<file path="src/rtl/stage_buf.sv">
// stage_buf: elastic pipeline register between CPU stages.
// DEPTH-entry circular buffer that carries a datapath bus and a commit-info bus.
// Both sides use a valid/ready handshake. flush squashes every entry that is in flight.
// in_ready and out_valid depend only on registered occupancy, so no combinational
// path runs from out_ready to in_ready.
// Optional feature: define STAGE_BUF_PERF_EN to add the stall_cnt and bubble_cnt
// performance counters.
module stage_buf #(
  parameter int BUS_W    = 96,
  parameter int COMMIT_W = 161,
  parameter int DEPTH    = 2
) (
  input  logic                    clk,
  input  logic                    rst,
  input  logic                    flush,
  input  logic                    in_valid,
  output logic                    in_ready,
  input  logic [BUS_W-1:0]        in_bus,
  input  logic [COMMIT_W-1:0]     in_commit,
  output logic                    out_valid,
  input  logic                    out_ready,
  output logic [BUS_W-1:0]        out_bus,
  output logic [COMMIT_W-1:0]     out_commit,
  output logic [$clog2(DEPTH):0]  occupancy
`ifdef STAGE_BUF_PERF_EN
  ,
  output logic [31:0]             stall_cnt,
  output logic [31:0]             bubble_cnt
`endif
);

  localparam int PTR_W = $clog2(DEPTH);
  localparam int CNT_W = PTR_W + 1;
  localparam logic [CNT_W-1:0] FULL = CNT_W'(DEPTH);

  logic [PTR_W-1:0]    wr_ptr;
  logic [PTR_W-1:0]    rd_ptr;
  logic [BUS_W-1:0]    bus_mem    [DEPTH];
  logic [COMMIT_W-1:0] commit_mem [DEPTH];
  logic                push;
  logic                pop;

  // Handshake qualifiers and the head-entry output mux. Outputs are zero while empty.
  always_comb begin
    // NOTE: assign every output a default first so that no path leaves a signal unassigned; an unassigned path infers a latch.
    in_ready   = 1'b0;
    out_valid  = 1'b0;
    out_bus    = '0;
    out_commit = '0;
    in_ready   = (occupancy != FULL);
    out_valid  = (occupancy != '0);
    if (out_valid) begin
      out_bus    = bus_mem[rd_ptr];
      out_commit = commit_mem[rd_ptr];
    end
  end

  // flush blocks both push and pop, so it takes priority over every handshake event.
  assign push = in_valid & in_ready & ~flush;
  assign pop  = out_valid & out_ready & ~flush;

  // Pointers and occupancy. flush returns the buffer to its reset arrangement.
  always_ff @(posedge clk or negedge rst) begin
    // NOTE: all sequential state uses non-blocking assignments, so each flop samples values from before the edge.
    if (!rst) begin
      wr_ptr    <= '0;
      rd_ptr    <= '0;
      occupancy <= '0;
    end else if (flush) begin
      wr_ptr    <= '0;
      rd_ptr    <= '0;
      occupancy <= '0;
    end else begin
      if (push) wr_ptr <= wr_ptr + PTR_W'(1);
      if (pop)  rd_ptr <= rd_ptr + PTR_W'(1);
      case ({push, pop})
        2'b10:   occupancy <= occupancy + CNT_W'(1);
        2'b01:   occupancy <= occupancy - CNT_W'(1);
        default: occupancy <= occupancy;
      endcase
    end
  end

  // Entry storage. It is written only on an accepted push. An entry is never
  // overwritten while it is the head, so held outputs stay stable.
  always_ff @(posedge clk or negedge rst) begin
    // NOTE: the entries are cleared on reset so the buffer always restarts from all-zero.
    // The buffer is shallow, so these are flops rather than a RAM macro.
    if (!rst) begin
      for (int i = 0; i < DEPTH; i++) begin
        bus_mem[i]    <= '0;
        commit_mem[i] <= '0;
      end
    end else if (push) begin
      bus_mem[wr_ptr]    <= in_bus;
      commit_mem[wr_ptr] <= in_commit;
    end
  end

`ifdef STAGE_BUF_PERF_EN
  // Saturating stall and bubble counters. Only reset clears them; flush does not.
  always_ff @(posedge clk or negedge rst) begin
    if (!rst) begin
      stall_cnt  <= '0;
      bubble_cnt <= '0;
    end else begin
      if (out_valid && !out_ready && stall_cnt != 32'hFFFF_FFFF)
        stall_cnt <= stall_cnt + 32'd1;
      if (!out_valid && !flush && bubble_cnt != 32'hFFFF_FFFF)
        bubble_cnt <= bubble_cnt + 32'd1;
    end
  end
`else
  // The performance counters are absent. The datapath is unchanged.
`endif

endmodule
</file>
<file path="config.mk">
export PLATFORM = sky130hd
export DESIGN_NAME = stage_buf
export DESIGN_NICKNAME = d
export VERILOG_FILES = /design/src/rtl/stage_buf.sv
export SDC_FILE = /design/constraint.sdc
export NUM_CORES = 1
export LEC_CHECK = 0
export ABC_AREA = 1
export CELL_PAD_IN_SITES_DETAIL_PLACEMENT = 0
export CELL_PAD_IN_SITES_GLOBAL_PLACEMENT = 1
export CORE_UTILIZATION = 40
export DETAILED_ROUTE_END_ITERATION = 10
export GPL_TIMING_DRIVEN = 0
export PLACE_DENSITY = 0.9
export SETUP_SLACK_MARGIN = 0.5
export SLEW_MARGIN = 10
export SYNTH_ARGS = -nofsm -noshare
export SYNTH_HDL_FRONTEND = slang
export SYNTH_SLANG_ARGS = --single-unit
export TNS_END_PERCENT = 50
</file>
<file path="constraint.sdc">
create_clock -name clk -period 3.3 [get_ports clk]
set_clock_uncertainty 0.1 [all_clocks]
set_input_delay 0.33 -clock clk [delete_from_list [all_inputs] [get_ports clk]]
set_output_delay 0.33 -clock clk [all_outputs]
set_load 0.02 [all_outputs]
</file>
# [After elaboration in Yosys (flattened, before gate mapping)]
# Cells that the tools add are included.
[word_totals] register_bits=518 elab_cells=49
[op_classes] addsub=4 order_cmp=3 eq_ne=3 mux=20 bitwise=7 reduce_logical=5
[op_table] operator="$mux W161" n=5
[op_table] operator="$mux W96" n=5
[op_table] operator="$bwmux W322" n=1
[op_table] operator="$bwmux W192" n=1
[op_table] operator="$demux W161 S1" n=1
[op_table] operator="$demux W96 S1" n=1
[op_table] operator="$reduce_bool A2 Y1" n=3
[op_table] operator="$and A1 B1 Y1" n=4
[op_table] operator="$ge A2 B2 Y1 const B" n=2
[op_table] operator="$mux W1" n=4
[op_table] operator="$not A1 Y2" n=2
[op_table] operator="$pmux W2 S2" n=1
[op_table] operator="$reduce_bool A3 Y1" n=1
[op_table] operator="$add A1 B1 Y1 const B" n=2
[op_table] operator="$add A2 B1 Y2 const B" n=1
[op_table] operator="$eq A2 B1 Y1 const B" n=1
[op_table] operator="$eq A2 B2 Y1 const B" n=1
[op_table] operator="$lt A2 B1 Y1 const B" n=1
[op_table] operator="$mux W2" n=1
[op_table] operator="$ne A2 B2 Y1 const B" n=1
[op_table] operator="$sub A2 B1 Y2 const B" n=1
[op_table] operator="$logic_and A1 B1 Y1" n=1
[op_table] operator="$not A1 Y1" n=1

# [Logic depth before layout (Yosys ltp)]
[depth] depth_word=6 ltp_mapped=10 ltp_nobuf=9

# [Worst setup path before layout]
# Ideal clock, no wire load.
[synth_timing] path_kind="register to output" from="register rd_ptr" to="output out_commit[125]" arrival_ns=1.444 required_time_ns=2.870 setup_slack_ns=1.426 path_stages_with_launch=7 n_path_buf=3 path_cell_list="dfrtp_1 clkbuf_1 inv_2 buf_2 clkbuf_1 nand2_1 a21oi_1"
[synth_via] elab_chain_cells=5
[synth_rtl] element="start: declaration" line="37" source="logic [PTR_W-1:0] rd_ptr;"
[synth_rtl] element="start signal: assignment" line="75" source="if (pop) rd_ptr <= rd_ptr + PTR_W'(1);"
[synth_rtl] element="$not A1 Y2 (not written as such)" line="54" source="out_commit = commit_mem[rd_ptr];"
[synth_rtl] element="$mux W161 (not written as such) (3 in a row)" line="54"
[synth_rtl] element="$mux W161" line="52" source="if (out_valid) begin"
[synth_rtl] element="end: declaration" line="23" source="output logic [COMMIT_W-1:0] out_commit,"
# No other way between the ends. The select of a mux whose other input is x is not followed.

# [Worst setup path after layout]
[layout_timing] from="register rd_ptr" to="output out_commit[150]"
# Same word-level chain as after synthesis.

==> results_dict.tcl <==
set metrics [dict create \
    r2r_setup_slack_ns 1.24 \
    syn_area_per_cell_um2 8.318 \
    max-slew-margin-rel_pct 53.49 \
    cts_buffers 55 \
    critical_path_class "reg2out" \
    min_from "in_bus[64]" \
    place.gp.congestion 0.8667 \
    start_util_pct 40.50 \
    synth_cell_type_count 18 \
    ir_drop_mv 0.4479 \
    wl_per_cell_um 18.25 \
    grt_antenna_before_repair 16 \
    synth_area_um2 23360 \
    regToRegEndpoint "bus_mem[30]$_DFFE_PN0P_" \
    die_h_um 243.7 \
    min_path_type "in2reg" \
    die_w_um 243.7 \
    dr.pass1.iters 7 \
    instances_no_fill 4209 \
    grt_util_all_layers_pct 25.69 \
    grt_overflow 0 \
    finalHoldViolCount 0 \
    min_delay_worst_endpoint "bus_mem[160]$_DFFE_PN0P_" \
    routed-via-count 20953 \
    fin_ws_ns 0.3349 \
    cp_max_fo 10 \
    grt_pass1_vias 20670 \
    clk_root_buffer_cell "clkbuf_16" \
    ys_seq_area_share_pct 55.48 \
    worst_ep_arrival_time_ns 2.54 \
    status "completed" \
    grt_pass1_wl_um 118700 \
    setup_violations 0 \
    core_area_um2 57700 \
    dp_hpwl_um 54440 \
    post-route-drc-count 0 \
    max_freq_mhz 337.3 \
    holdPathStages 3 \
    power.density_nw_per_um2 928.6 \
    synth-seq-cells 518 \
    area_growth_pct 35.76 \
    insertion_delay_ns 0.60 \
    crit_path_end_kind "output port" \
    cts_buffer_depth 3 \
    synth_cells 2809 \
    slew_violations 0 \
    dp_cells 4101 \
    drt-initial-drc-count 1489 \
    pre_cts_ws_ns -0.1030 \
    synth_warnings 0 \
    required_ns 2.87 \
    start_kind "flop" \
    period_share_pct 89.85 \
    dieArea_um2 59380 \
    final_layout_size_suffix_gt1_share_pct 13.98 \
    wl_um 76820 \
    ctsHtreeMaxLevel 2 \
    design.portCount 523 \
    cellLeakagePower_nw 16.22 \
    vias_per_cell 4.978 \
    nNetsFinal 3658 \
    clkSinkCount 518 \
    ant_nets 0 \
    synth_fp_nets 3071 \
    fin_crit_ns 2.965 \
    port_buffers 522 \
    cts_tree "built" \
    clk_pin_slew_ns 0.06 \
    r2r_start "occupancy[0]$_DFFE_PN0P_" \
    worstMarginPinSlew_ns 0.6976 \
    max_cap_violations 0 \
    rsz0062_at_grt "true" \
    placementRows 88 \
    r2r_cells 8 \
    grt_max_degree 106 \
]
==> critical path, stage by stage (launching register included) <==
cell	delay [ns]
dfrtp_1	0.35
clkbuf_2	0.18
inv_4	0.15
clkbuf_2	0.25
nand2_1	0.08
a21oi_1	0.25
clkdlybuf4s50_1	0.67
==> power breakdown <==
group | switching (mW) | internal, mW | leakage, nW
clock | 2.56 | 3.68 | 0.887
sequential | 1.48 | 9.22 | 6.45
combinational | 7.69 | 4.82 | 8.88
total | 11.7 | 17.7 | 16.2
==> final cells by class <==
| type | count | area (um^2) |
|---|---|---|
| diodes | 10 | 25.02 |
| plain buffers | 198 | 1340 |
| clock buffers | 80 | 1613 |
| clock inverters | 15 | 188.9 |
| fillers | 5535 | 25970 |
| inverters | 266 | 1001 |
| multi-input cells | 1827 | 8283 |
| flip-flops and latches | 518 | 12960 |
| well taps | 765 | 957.2 |
| repair buffers | 530 | 5348 |
==> cell usage in the layout (no fill, tap or decap), types with 76 or more instances in the layout <==
cell type and count:
a21oi_1 249, buf_2 86, clkdlybuf4s50_1 272, dfrtp_1 516, dlygate4sd2_1 76, inv_1 263, nand2_1 1043, o21ai_0 128
o21ai_1 289, o21ai_2 99
==> synthesized netlist by cell type (all sizes together) <==
cell type | n | area, um^2
clkbuf | 57 | 214.0
dfrtp | 518 | 12960
buf | 141 | 959.7
nand2 | 1045 | 3928
o21ai | 516 | 2954
inv | 266 | 998.5
nand3 | 4 | 37.54
nand3b | 1 | 7.510
a21oi | 259 | 1296
nor2 | 2 | 7.510
==> routing by layer <==
layer	GRT usage [%]	wire (um)
met5	0	61
met4	9.504	2600
met3	5.243	4871
met2	41.64	37270
met1	33.91	32020
==> registers in the layout (all words and copies together) (netlist names) <==
register	cells
wr_ptr	1
bus_mem	192
commit_mem	322
occupancy	2
rd_ptr	1
==> logic make-up (layout without fill, tap and decap cells) <==
kind of cell | Yosys count | count (layout) | synth area share (%)
AOI/OAI and AO/OA | 775 | 775 | 18.19
buffers and inverters | 464 | 1089 | 9.296
DFF | 518 | 518 | 55.48
other | 0 | 10 | 0
and+or+nand+nor | 1052 | 1052 | 17.03
==> how the worst max path moves through the flow <==
stage	from	end	slack, ns
floorplan	rd_ptr$_DFFE_PN0P_	out_commit[125]	1.43
global placement	rst	commit_mem[88]$_DFFE_PN0P_	-21.24
detailed placement	rd_ptr$_DFFE_PN0P_	out_commit[43]	-0.10
CTS	occupancy[1]$_DFFE_PN0P_	out_commit[143]	0.22
global route	rd_ptr$_DFFE_PN0P_	out_commit[19]	0.22
finish	rd_ptr$_DFFE_PN0P_	out_commit[150]	0.33
==> per-stage QoR <==
step                      cell area (um^2)  power (mW)  utilization, %  setup TNS, ns  hold slack [ns]
after floorplan                      23360       17.99               -              0         -0.06559
after global placement               29550       23.62           51.21              -           0.3644
after detailed placement             29690       23.78           51.46        -0.4264           0.2948
after CTS                            31650       29.75           54.86              0           0.1497
after global routing                 31710       31.36           54.97              0           0.1929
final                                31720       29.46           54.98              0           0.1924
==> what timing repair did <==
action / 4_1_cts / 5_1_grt
pin swaps: 1 / 0
endpoints found under the hold margin: 86 / 0
hold buffers: 1 / 0
setup endpoints to repair: 257 / 209
cloned: 0 / 0
setup buffers: 2 / 0
gates resized for setup: 450 / 143
No activity file was read; power rests on OpenSTA's default activity.
